File: config.mk
export PLATFORM = sky130hd
export DESIGN_NAME = ir_queue
export DESIGN_NICKNAME = d
export VERILOG_FILES = /design/src/rtl/ir_pkg.sv /design/src/rtl/ir_field_decode.sv /design/src/rtl/ir_queue.sv
export SDC_FILE = /design/constraint.sdc
export NUM_CORES = 1
export LEC_CHECK = 0
export CORE_MARGIN = 4
export CORE_UTILIZATION = 45
export DETAILED_ROUTE_END_ITERATION = 8
export HOLD_SLACK_MARGIN = 0.08
export PLACE_DENSITY = 0.72
export REMOVE_ABC_BUFFERS = 1
export SYNTH_ARGS = -nofsm -noshare
export SYNTH_HDL_FRONTEND = slang
export SYNTH_SLANG_ARGS = --single-unit
File: constraint.sdc
create_clock -name clock -period 3.8 [get_ports clock]
set_input_delay 0.76 -clock clock [delete_from_list [all_inputs] [get_ports clock]]
set_output_delay 0.76 -clock clock [all_outputs]
set_load 0.01 [all_outputs]
File: src/rtl/ir_pkg.sv
// Shared instruction-format constants and opcode encoding for the IR queue
// and the control unit's field decoder.
package ir_pkg;

  localparam int WIDTH_DEF = 32;
  localparam int DEPTH_DEF = 4;
  localparam int OPC_W_DEF = 5;
  localparam int REG_W_DEF = 4;

  localparam int OPC_LSB = WIDTH_DEF - OPC_W_DEF;
  localparam int RA_LSB  = OPC_LSB - REG_W_DEF;
  localparam int RB_LSB  = RA_LSB - REG_W_DEF;
  localparam int RC_LSB  = RB_LSB - REG_W_DEF;

  // The constant field overlaps rc: it spans everything below rb.
  function automatic int c_width(input int width, input int opc_w, input int reg_w);
    return width - opc_w - 2 * reg_w;
  endfunction

  localparam int C_W_DEF = c_width(WIDTH_DEF, OPC_W_DEF, REG_W_DEF);

  typedef enum logic [OPC_W_DEF-1:0] {
    OP_LD   = 5'd0,
    OP_LDI  = 5'd1,
    OP_ST   = 5'd2,
    OP_LDR  = 5'd3,
    OP_STR  = 5'd4,
    OP_ADD  = 5'd5,
    OP_SUB  = 5'd6,
    OP_AND  = 5'd7,
    OP_OR   = 5'd8,
    OP_SHR  = 5'd9,
    OP_SHL  = 5'd10,
    OP_BR   = 5'd11,
    OP_BRL  = 5'd12,
    OP_NOP  = 5'd30,
    OP_STOP = 5'd31
  } opcode_e;

endpackage

File: src/rtl/ir_field_decode.sv
// Combinational split of an instruction word into opcode, register selects
// and the sign-extended constant field.
module ir_field_decode
  import ir_pkg::*;
#(
  parameter int WIDTH = WIDTH_DEF,
  parameter int OPC_W = OPC_W_DEF,
  parameter int REG_W = REG_W_DEF
) (
  input  logic [WIDTH-1:0] word,
  output logic [OPC_W-1:0] opcode,
  output logic [REG_W-1:0] ra,
  output logic [REG_W-1:0] rb,
  output logic [REG_W-1:0] rc,
  output logic [WIDTH-1:0] cext
);

  localparam int C_W = c_width(WIDTH, OPC_W, REG_W);

  assign opcode = word[WIDTH-1 -: OPC_W];
  assign ra     = word[WIDTH-OPC_W-1 -: REG_W];
  assign rb     = word[WIDTH-OPC_W-REG_W-1 -: REG_W];
  assign rc     = word[WIDTH-OPC_W-2*REG_W-1 -: REG_W];
  assign cext   = {{(WIDTH-C_W){word[C_W-1]}}, word[C_W-1:0]};

endmodule

File: src/rtl/ir_queue.sv
// DEPTH-entry instruction prefetch queue with decoded head-of-queue IR.
// Define IR_QUEUE_BYPASS_EN to let an empty-queue push appear on the outputs combinationally.
module ir_queue
  import ir_pkg::*;
#(
  parameter int WIDTH = WIDTH_DEF,
  parameter int DEPTH = DEPTH_DEF,
  parameter int OPC_W = OPC_W_DEF,
  parameter int REG_W = REG_W_DEF
) (
  input  logic                     clock,
  input  logic                     reset,
  input  logic                     IRin,
  input  logic [WIDTH-1:0]         busdata,
  input  logic                     advance,
  input  logic                     flush,
  output logic [WIDTH-1:0]         IRvalue,
  output logic                     ir_valid,
  output logic                     full,
  output logic [$clog2(DEPTH):0]   count,
  output logic [OPC_W-1:0]         opcode,
  output logic [REG_W-1:0]         ra,
  output logic [REG_W-1:0]         rb,
  output logic [REG_W-1:0]         rc,
  output logic [WIDTH-1:0]         Zlow,
  output logic                     ovf_err
);

  localparam int PTR_W = $clog2(DEPTH);
  localparam int CNT_W = PTR_W + 1;

  logic [WIDTH-1:0] mem [DEPTH];
  logic [PTR_W-1:0] rd_ptr;
  logic [PTR_W-1:0] wr_ptr;
  logic [CNT_W-1:0] cnt;
  logic             ovf;

  logic             empty;
  logic             pop_ok;
  logic             push_ok;
  logic             overflow;
  logic             bypass;
  logic             consume;
  logic [WIDTH-1:0] head;

  assign empty  = (cnt == '0);
  assign full   = (cnt == CNT_W'(DEPTH));
  assign pop_ok = advance && !empty && !flush;

`ifdef IR_QUEUE_BYPASS_EN
  // Gated by reset so the outputs stay 0 while reset is held.
  assign bypass  = IRin && empty && !flush && reset;
  assign consume = bypass && advance;
`else
  assign bypass  = 1'b0;
  assign consume = 1'b0;
`endif

  assign push_ok  = IRin && !flush && !consume && (!full || pop_ok);
  assign overflow = IRin && !flush && full && !pop_ok;

  always_ff @(posedge clock or negedge reset) begin
    if (!reset) begin
      rd_ptr <= '0;
      wr_ptr <= '0;
      cnt    <= '0;
      ovf    <= 1'b0;
    end else if (flush) begin
      rd_ptr <= '0;
      wr_ptr <= '0;
      cnt    <= '0;
      ovf    <= 1'b0;
    end else begin
      if (push_ok)
        wr_ptr <= wr_ptr + 1'b1;
      if (pop_ok)
        rd_ptr <= rd_ptr + 1'b1;
      cnt <= cnt + CNT_W'(push_ok) - CNT_W'(pop_ok);
      if (overflow)
        ovf <= 1'b1;
    end
  end

  // Storage is deliberately not reset; occupancy alone says what is live.
  always_ff @(posedge clock) begin
    if (push_ok)
      mem[wr_ptr] <= busdata;
  end

  always_comb begin
    head = '0;
    if (bypass)
      head = busdata;
    else if (!empty)
      head = mem[rd_ptr];
  end

  assign IRvalue  = head;
  assign ir_valid = !empty || bypass;
  assign count    = cnt;
  assign ovf_err  = ovf;

  ir_field_decode #(
    .WIDTH (WIDTH),
    .OPC_W (OPC_W),
    .REG_W (REG_W)
  ) u_decode (
    .word   (head),
    .opcode (opcode),
    .ra     (ra),
    .rb     (rb),
    .rc     (rc),
    .cext   (Zlow)
  );

endmodule
==> results of run 1 <==
-- per-stage QoR --
stage	cells	instance area (um^2)	hold slack, ns	TNS [ns]
after floorplan	244	5320	0.464	-14.29
after global placement	549	6860	0.490	0
after detailed placement	549	6860	0.519	0
after CTS	581	7460	0.538	0
after global routing	581	7460	0.584	0
final	582	7470	0.526	0
-- power by group through the flow --
stage	clock network, W	logic [W]	registers (W)
after floorplan	0	0.000868	0.00190
after global placement	0	0.00212	0.00187
after detailed placement	0	0.00215	0.00187
after CTS	0.00166	0.00216	0.00184
after global routing	0.00174	0.00227	0.00186
final	0.00163	0.00211	0.00184
-- final timing paths --
| kind | start | end | cells after the start |
|---|---|---|---|
| setup / recovery | rd_ptr[0] | Zlow[25] | 3 |
| hold / removal | ovf_err | ovf_err | 2 |
| setup reg to reg | count[1] | mem[3][16] | 4 |
| hold reg to reg | ovf_err | ovf_err | 2 |
| max in group asynchronous | reset | rd_ptr[0] | 1 |
| min in group asynchronous | reset | wr_ptr[0] | 1 |
-- state kept, by name, summed over array words and instances, names as in the netlist --
signal,count
ovf_err,1
count,3
mem,128
wr_ptr,2
rd_ptr,2
-- cells in the final DEF, fill, tap and decap left out, drive strengths merged, types with 2 or more instances in the layout --
cell / synthesis / layout
bufinv: 0 / 3
a21oi: 2 / 2
clkinvlp: 0 / 3
mux4: 32 / 32
nor2: 6 / 6
o31ai: 2 / 2
and2b: 4 / 4
clkinv: 0 / 8
dfrtp: 8 / 8
nand2b: 2 / 2
nor3: 4 / 4
clkdlybuf4s50: 0 / 123
xor2: 3 / 3
inv: 5 / 6
buf: 56 / 10
edfxtp: 128 / 128
and2: 5 / 5
ha: 5 / 5
nor2b: 29 / 29
clkbuf: 5 / 17
-- area by class of cell --
cell class / count / area (um^2)
fillers: 982 / 5150
flip-flops and latches: 136 / 4050
repair buffers: 133 / 1320
multi-input cells: 103 / 1260
clock buffers: 17 / 425
well taps: 172 / 215
clock inverters: 15 / 179
inverters: 5 / 18.8
diodes: 1 / 2.50
-- worst max-delay path, cell delays in order (launching register included) --
cell             delay [ns]
dfrtp_2                0.58
mux4_2                 0.40
nor2b_1                0.64
clkdlybuf4s50_1        0.69
-- metal layers --
layer  vias to the layer above  track usage
li1                       1306            -
met1                      1457        0.183
met2                       110        0.247
met3                         7       0.0508
met4                         0       0.0567
met5                         -            0
-- logic make-up (layout without fill, tap and decap cells) --
group	after synthesis	in the layout
flops	136	136
buf+inv	66	170
simple gates	53	53
mux	34	34
compound gates	7	7
fa+ha+maj	6	6
xor+xnor	3	3
other cells	0	1
==> metrics.txt, run 1 <==
antenna-violating nets left 0; GRT overflow 0; power per cell area approximately 750 nW/um^2; vias in the first global route 3,075; DR vias/cell about 5; Post-synth top cells edfxtp_1 (128), buf_4 (49), nor2b_1 (29); crit path launch type register; iteration count of the initial detailed-routing pass 4; Final GP Congestion about 0.7; Adder-Cell Fraction of Synth Area 0.0143; dominant synthesized flop cell edfxtp_1; Worst-Margin Slew between 0.7 and 0.8 ns; Total Routing Usage GR 0.150; Synth Area in XOR/XNOR 0.00454; final hold vios 0; via count 2,880; Final Core Density 0.592; Post-synth EDFFs between 100 and 150; die footprint approximately 15,000 um^2; Crit Path Max Fanout 16; Comb power frac 0.379; Sw Ratio 0.283; Post-synth ARST share 0.0588; critical path arrival roughly 2.7 ns; Hold-fix buffers, CTS 0; internal power approximately 0.004 W; sequential cell fraction of total power 0.329; reg2reg setup slack between 1.5 and 2 ns; Clock Sinks approximately 140; Final WS setup ~0.33 ns; Area growth syn-to-layout 28.9%; distinct cell type count after synthesis 31; HP Class register to register; CTS tree yes; Post-Syn Instances 305; critical path endpoint category output port; Post-CTS Setup Bufs 0; max-cap viol count 0; #FFs+latches synth around 140; Highest Clock Rate around 0.29 GHz; row count a little over 40; Compound-Gate Fraction of Synth Area 0.00821; Synth top area share 0.664; CTS H-tree depth 4; status complete, no violations; core area ~13,000 um^2; Setup CP Type register to output port; worst-case clock buffer depth 2; routed wire length approximately 11,000 um; Area contributors post-synth edfxtp_1 (66%), mux4_2 (11%), buf_4 (6.4%); total power between 0.005 and 0.006 W; Initial Util 0.459; switching power 0.00158 W; slew margin rel. 0.470; met1 WL approximately 4300 um; total CTS buffers 17; syn avg cell area ~19 um^2; largest net degree at the start of global routing 34; worst vdd ir between 0.3 and 0.4 mV; drt drc 0; Die H about 120 um; Clock Power Share 0.292; Post-CTS Resized 0; initial DRC count 108; routed wl met3 ~760 um; highest metal used met4; io pins about 120; Synth Warn # 0; IO buf count between 100 and 150; post-detail-place hpwl about 6800 um; most frequent cell after synthesis edfxtp_1; first-pass GRT wire length approximately 16,000 um; final setup vio count 0; DR WL/cell between 15 and 20 um; Final nets approximately 440; die width 121 um; fraction of layout cells with a size suffix above 1 0.193; Post-Syn Area 5790 um^2; DR WL met2 roughly 5400 um; Worst-Skew Late Latency a little over 0.4 ns; multiplexer share of the synthesized area 0.131; RSZ-0062 raised after global routing false; Setup Slack @ Placement between 0.6 and 0.7 ns; area leader, netlist edfxtp_1; antenna violations before repair 0; main combinational cell family by area after synthesis multiplexers; clock-pin transition on the worst setup and hold timing paths 0.06 ns; Slew Viols, Final 0; WP data required approximately 3.0 ns; Tcrit/Tclk final 0.913; post-synthesis simple-gate area fraction 0.0583; Seq/Total Area, Yosys 0.698; Worst Skew 0.00506 ns; Tmin final about 3.5 ns; root buffer cell clkbuf_16; Pleak between 2 and 2.5 nW
No activity file was read; power rests on OpenSTA's default activity.
==> run 2, diff against run 1 <==
Settings changed: CORE_UTILIZATION 45 to 55, PLACE_DENSITY 0.72 to 0.85.
==> run 2 against run 1 <==
Critical endpoint is now IRvalue[3]. Critical path type unchanged. First-iteration DRC count up 110%. Sequential power barely moved. Hold slack got worse by 0.013 ns. Cell count down 6.4%. Combinational power rose by 2%. Total power shrank 1.7%.
==> metrics.txt, run 2 (synthesis gave the netlist of run 1 again) <==
total power about 0.0055 W; Crit path buffers/inverters 2; Largest stage delay, worst path around 0.59 ns; Tmin final ~3.5 ns; iteration count of the initial detailed-routing pass 4; number of fill cells 640; family with the most delay on the worst path buffers and inverters; Initial Util 0.563; Pleak about 2.4 nW; critical path endpoint category output port; Clock Sinks 136; Worst-Margin Slew 0.678 ns; Worst Skew about 0.011 ns; row count 37; clock-pin transition on the worst setup and hold timing paths 0.06 ns; routed wire length about 11,000 um; via count ~2,900; total CTS buffers 17; Post-CTS Setup Bufs 0; fraction of layout cells with a size suffix above 1 0.191; Final GP Congestion ~0.74; Slew Viols, Final 0; slew margin rel. 0.548; Reg with most FFs mem; status complete, no violations; antenna violations before repair 0; DR WL/cell roughly 20 um; crit-path cells buf_4 > mux4_2 > nor2b_1 > clkdlybuf4s50_1; Highest Clock Rate 0.288 GHz; io pins 124; final setup vio count 0; Final Core Density 0.717; Hold-fix buffers, CTS 0; Area growth syn-to-layout 27.2%; largest net degree at the start of global routing 26; core area about 10,000 um^2; max reg flops approximately 130; crit path launch type register; GRT overflow 0; Tcrit/Tclk final 0.913; Crit Path Max Fanout 16; non-filler cells, final approximately 550; RSZ-0062 raised after global routing false; final hold vios 0; dpl cells between 500 and 600; HP Class input port to asynchronous set/reset pin; Worst-Skew Late Latency approximately 0.52 ns; Post-CTS Resized 0; max-cap viol count 0; DR vias/cell approximately 5.3; die footprint around 12,000 um^2; first-pass GRT wire length 17,400 um; Final nets 439; hold slack ~0.51 ns; die width roughly 110 um; root buffer cell clkbuf_8; Total Routing Usage GR 0.190; Setup CP Type register to output port; IO buf count roughly 120; drt drc 0; Antenna Cells 0; Die H about 110 um; post-detail-place hpwl approximately 7300 um; power per cell area approximately 750 nW/um^2; CTS H-tree depth 4; worst-case clock buffer depth 2; commonest non-fill, non-tap cell in the layout edfxtp_1; TNS Setup 0 ns; critical path arrival 2.71 ns; worst vdd ir about 0.48 mV; initial DRC count around 230; vias in the first global route 3,111; WP data required just over 3 ns; most frequent cells in the layout edfxtp_1 (128), clkdlybuf4s50_1 (123), nor2b_1 (29); antenna-violating nets left 0; CTS tree yes; Critical Path Slowest Stage Cell mux4_2
[run 2: cell types whose count changed in the layout (fill, tap and decap cells not counted), sizes merged]
cell	change
clkinvlp	+1
bufinv	-2
diode	-1
clkinv	-4
inv	+5
[run 2: metrics by stage]
step                cell area (um^2)  worst slack [ns]
CTS                             7370             0.254
finish                          7370             0.332
floorplan                       5320            -0.893
global route                    7370             0.165
detailed placement              6810             0.749
global placement                6810             0.850
[run 2: metal layers]
layer,vias to the layer above,part of all wire,track usage
met5,-,0,0
met4,0,0.0060,0.0575
met3,7,0.070,0.0614
met2,122,0.53,0.324
met1,1440,0.39,0.231
li1,1305,-,-
[run 2: cell type report]
type,instances,area [um^2],share of cell area
Multi-Input combinational cell,103,1260,0.171
Clock inverter,15,141,0.0192
Clock buffer,17,414,0.0562
Timing Repair Buffer,133,1320,0.179
Sequential cell,136,4050,0.549
Inverter,5,18.8,0.00255
Tap cell,136,170,0.0231
[run 2: final timing paths]
path	startpoint	to	slack, ns	depth (start not counted)
min in group clock	ovf_err	ovf_err	0.52	2
setup / recovery	rd_ptr[0]	IRvalue[3]	0.33	4
max in group asynchronous	reset	rd_ptr[0]	3.00	1
hold / removal	reset	count[2]	0.51	1
hold reg to reg	ovf_err	ovf_err	0.52	2
setup reg to reg	count[1]	mem[1][3]	1.63	4
[run 2: power breakdown]
part	leakage (nW)	total (W)	internal (W)	switching, W
combinational	0.918	0.00215	0.00124	0.000909
sequential	1.27	0.00183	0.00175	0.0000870
clock	0.262	0.00151	0.000878	0.000630
total	2.45	0.00549	0.00387	0.00163
